### config.mk
export PLATFORM = sky130hd
export DESIGN_NAME = uart_tx_switch
export DESIGN_NICKNAME = d
export VERILOG_FILES = /design/src/rtl/uart_tx_switch_pkg.sv /design/src/rtl/uart_tx_switch_line_idle_timer.sv /design/src/rtl/uart_tx_switch.sv
export SDC_FILE = /design/constraint.sdc
export NUM_CORES = 1
export LEC_CHECK = 0
export CAP_MARGIN = 25
export CORE_MARGIN = 8
export CORE_UTILIZATION = 47
export CTS_CLUSTER_SIZE = 20
export DETAILED_ROUTE_END_ITERATION = 7
export PLACE_DENSITY = 0.72
export SLEW_MARGIN = 20
export SYNTH_ARGS = -nofsm -noshare
export SYNTH_HDL_FRONTEND = slang
export SYNTH_HIERARCHICAL = 1
export SYNTH_SLANG_ARGS = --single-unit
### constraint.sdc
create_clock -name clk -period 1.71 [get_ports clk]
set_input_delay 0.2565 -clock clk [delete_from_list [all_inputs] [get_ports clk]]
set_output_delay 0.2565 -clock clk [all_outputs]
set_load 0.005 [all_outputs]
### src/rtl/uart_tx_switch_pkg.sv
// Shared types and defaults for the glitch-free UART TX source selector.
`ifndef UART_BAUD_PERIOD
`define UART_BAUD_PERIOD 16
`endif

package uart_tx_switch_pkg;

    typedef enum logic [1:0] {
        LOCKED  = 2'd0,
        PENDING = 2'd1,
        COMMIT  = 2'd2
    } sw_state_e;

    localparam int unsigned IDLE_BITS_DEFAULT   = 11;
    localparam int unsigned BAUD_PERIOD_DEFAULT = `UART_BAUD_PERIOD;

    // Select width for n sources, never narrower than one bit.
    function automatic int unsigned sel_width(input int unsigned n);
        return (n > 1) ? 32'($clog2(n)) : 32'd1;
    endfunction

endpackage

### src/rtl/uart_tx_switch_line_idle_timer.sv
// Saturating quiet-window counter; done_c flags the cycle that completes the window.
module line_idle_timer #(
    parameter int unsigned WINDOW = 12
) (
    input  logic clk,
    input  logic reset_n,
    input  logic clear,
    input  logic enable,
    output logic done_c
);

    localparam int unsigned CNT_W = $clog2(WINDOW + 1);

    logic [CNT_W-1:0] count;

    // Fires combinationally on the quiet cycle that brings the count to WINDOW.
    assign done_c = enable && !clear && (count >= CNT_W'(WINDOW - 1));

    always_ff @(posedge clk or negedge reset_n) begin
        if (!reset_n) begin
            count <= '0;
        end else if (clear) begin
            count <= '0;
        end else if (enable && (count != CNT_W'(WINDOW))) begin
            count <= count + CNT_W'(1);
        end
    end

endmodule

### src/rtl/uart_tx_switch.sv
// Glitch-free TX source selector: switches only after current and requested lines stay idle.
module uart_tx_switch
    import uart_tx_switch_pkg::*;
#(
    parameter int unsigned NUM_SRC     = 2,
    parameter int unsigned BAUD_PERIOD = BAUD_PERIOD_DEFAULT,
    parameter int unsigned IDLE_BITS   = IDLE_BITS_DEFAULT,
    parameter int unsigned RESET_SEL   = 0,
    parameter int unsigned SEL_W       = sel_width(NUM_SRC)
) (
    input  logic               clk,
    input  logic               reset_n,
    input  logic [NUM_SRC-1:0] tx_in,
    input  logic [SEL_W-1:0]   sel_req,
    input  logic               force_switch,
    output logic               TXD,
    output logic [SEL_W-1:0]   active_sel,
    output logic               switch_pending,
    output logic               switch_done
);

    localparam int unsigned WINDOW = IDLE_BITS * BAUD_PERIOD;

    sw_state_e        state, state_nxt;
    logic [SEL_W-1:0] target, target_nxt, active_nxt;
    logic             req_other_c, retarget_c, quiet_c, tmr_clear_c, tmr_done_c;

    // Out-of-range requests behave as a request for the current source.
    assign req_other_c = (32'(sel_req) < NUM_SRC) && (sel_req != active_sel);
    assign retarget_c  = (sel_req != target);
    assign quiet_c     = tx_in[active_sel] & tx_in[target];
    assign tmr_clear_c = (state != PENDING) || !quiet_c || retarget_c;

    line_idle_timer #(
        .WINDOW (WINDOW)
    ) u_idle_timer (
        .clk     (clk),
        .reset_n (reset_n),
        .clear   (tmr_clear_c),
        .enable  (quiet_c),
        .done_c  (tmr_done_c)
    );

    // Next-state and select bookkeeping.
    always_comb begin
        state_nxt  = state;
        target_nxt = target;
        active_nxt = active_sel;
        unique case (state)
            LOCKED: begin
                if (req_other_c) begin
                    state_nxt  = PENDING;
                    target_nxt = sel_req;
                end
            end
            PENDING: begin
                if (!req_other_c) begin
                    state_nxt = LOCKED;
                end else if (retarget_c) begin
                    target_nxt = sel_req;
                end else if (force_switch || tmr_done_c) begin
                    state_nxt = COMMIT;
                end
            end
            COMMIT: begin
                active_nxt = target;
                state_nxt  = LOCKED;
            end
            default: state_nxt = LOCKED;
        endcase
    end

    always_ff @(posedge clk or negedge reset_n) begin
        if (!reset_n) begin
            state          <= LOCKED;
            target         <= SEL_W'(RESET_SEL);
            active_sel     <= SEL_W'(RESET_SEL);
            TXD            <= 1'b1;
            switch_pending <= 1'b0;
            switch_done    <= 1'b0;
        end else begin
            state          <= state_nxt;
            target         <= target_nxt;
            active_sel     <= active_nxt;
            TXD            <= tx_in[active_sel];
            switch_pending <= (state_nxt == PENDING);
            switch_done    <= (state_nxt == COMMIT);
        end
    end

endmodule

==> metrics <==
WP buf/inv 1; post-synth top area share a little over two fifths; starting density of the core between 40% and 50%; Final GP Congestion 0.770; GRT Util Overall around a tenth; count of flip-flops with a built-in enable after synthesis 0; fill cell count 139; area leader, netlist dfrtp_1; ANT nets after route 0; Synth top cells by count 14 x dfrtp_1, 8 x nor2_1, 6 x a21oi_1, 6 x nand2_1; Leak between 0.4 and 0.5 nW; vias per cell around 5.4; CP max stage delay about 480 ps; CTS clk-pin slew, worst paths approximately 90 ps; largest net degree at the start of global routing 16; #FFs+latches synth 15; hpwl dp approximately 1200 um; Fin. Hold Viols 0; CP endpoint kind flip-flop; routed via count roughly 630; CTS Hold Bufs 0; chip width between 50 and 60 um; clock skew 0.812 ps; placed cell count between 100 and 150; area grow syn2layout 24.5%; core area 1670 um^2; CP max stage cell clkdlybuf4s50_1; Cells after Synth between 80 and 90; unrepaired setup endpoints after global routing no; Post-Layout Cell Count 118; clock latency on the worst-skew pair ~270 ps; Cell Rows 15; Synth Flop Type dfrtp_1; CP top delay family simple AND/OR/NAND/NOR gates; CTS Sinks 15; syn nets approximately 90; CTS tree done; ys async rst share 100%; post-DR wirelength/cell 12.6 um; Die Y between 50 and 60 um; Residual DRC 0; relative slew slack between 80 and 90%; Max Fclk about 0.62 GHz; total grt overflow 0; antenna violations before repair 0; Worst setup startpoint tx_in[1]; Max H-tree Level 1; worst path cell trace clkdlybuf4s50_1 > and3_1 > a21o_1 > nand3_2 > or4_1 > a21oi_1; most common cell in the synthesized netlist dfrtp_1; reg2reg setup slack 120 ps; synthesized area slightly above 800 um^2; vias in the first global route approximately 660; Critical Path RT between 1500 and 2000 ps; NumNets Final between 100 and 150; synth unique cells 35; cells taking the most area after synthesis dfrtp_1 43%, a21oi_1 3.7%, nor2_1 3.7%, dfstp_2 3.3%, xor2_1 3.3%; layout cells sized above 1 22.8%; Tcrit/Tclk final 93.7%; Root Driver clkbuf_4; Avg Cell Area, Syn 9.96 um^2; HP Class in2async; die area roughly 3300 um^2; crit path max fanout 5; Worst setup SP type input port; IO Port Bufs 9; min Tclk post-route 1600 ps; FF-to-FF Start u_idle_timer/count[0]; number of synthesis warnings 6; status finished clean; Num CTS Buffers 3; Slew Viols, Final 0; Tightest Pin Transition 225 ps; DR pass1 iterations 4; Hold Slack 287 ps; Final Instance Area around 1000 um^2; max cap viols 0; # IOs 10; Antenna Cells 0; Placed Instance Area around 970 um^2; final WL between 1000 and 1500 um; worst IR drop on VDD 0.698 mV; Pwr per Cell Area 1080 nW/um^2; DR iter-0 viols 3; register area share after synthesis ~47%; CP arrival 1800 ps; first-pass GRT wire length about 2700 um; Setup CP Type in2reg; clk buf depth 2; Setup Viol. Count Final 0
==> power by group <==
group	internal (mW)	leakage (nW)	total, mW	switching [mW]
clock	0.0903	0.0150	0.197	0.107
combinational	0.242	0.214	0.417	0.175
sequential	0.422	0.197	0.466	0.0445
==> state kept, by name (all words and copies together) (netlist names) <==
| register | flops |
|---|---|
| TXD | 1 |
| switch_done | 1 |
| state | 2 |
| active_sel | 1 |
| target | 1 |
| u_idle_timer/count | 8 |
| switch_pending | 1 |
==> metrics by stage <==
| stage | setup WS [ps] | utilization, % | total power, mW | TNS, ps |
|---|---|---|---|---|
| final | 107 | 60.1 | 1.08 | 0 |
| after floorplan | 35.2 | - | 0.692 | 0 |
| after detailed placement | -204 | 57.8 | 0.881 | -1310 |
| after CTS | 68.6 | 59.4 | 1.09 | 0 |
| after global routing | 3.73 | 60.1 | 1.15 | 0 |
| after global placement | -136 | 57.8 | 0.875 | -800 |
==> final cells by class <==
type / instances / area, um^2 / area share, %
sequential: 15 / 377 / 37.5
multi-input combinational: 59 / 400 / 39.9
clock buffer: 4 / 26.3 / 2.62
inverter: 4 / 15.0 / 1.49
timing repair buffer: 19 / 165 / 16.4
tap: 17 / 21.3 / 2.12
==> layout by cell type (no fill, tap or decap), drive strengths merged, types with 2 or more instances in the layout <==
| master | instances |
|---|---|
| nor3 | 2 |
| a31o | 2 |
| o21ai | 4 |
| dfrtp | 14 |
| a21oi | 6 |
| ha | 2 |
| buf | 10 |
| clkdlybuf4s50 | 9 |
| nand4 | 2 |
| nand2b | 3 |
| nor2 | 8 |
| nand2 | 6 |
| nand3 | 3 |
| inv | 4 |
| mux2 | 2 |
| clkbuf | 4 |
| or3 | 2 |
| xor2 | 3 |
| nor2b | 2 |
==> final timing paths <==
path | end | cells past startpoint
max reg2reg | state[0] | 6
max | u_idle_timer/count[7] | 6
min in group clk | target | 2
min | u_idle_timer/count[5] | 2
max in group asynchronous | TXD | 2
min reg2reg | target | 2
==> routing by layer <==
layer	part of all wire [%]	global-route usage (%)
met4	0.67	5.71
met2	52	16.9
met5	0	0
met3	3.7	2.69
met1	44	11.3
==> repair_timing <==
item                                    CTS  global route
buffers inserted                          0             1
endpoints found under the setup margin    0             6
resized for setup                         0             1
==> cell families after synthesis <==
logic type | synth area share [%]
AND/OR/NAND/NOR | 22.3
adder cells (fa/ha/maj) | 3.10
buffers and inverters | 4.34
multiplexers | 4.03
XOR/XNOR | 4.34
flip-flops | 46.7
AO/OA/AOI/OAI | 15.2
Note: power is estimated with default switching activity, not from simulation.
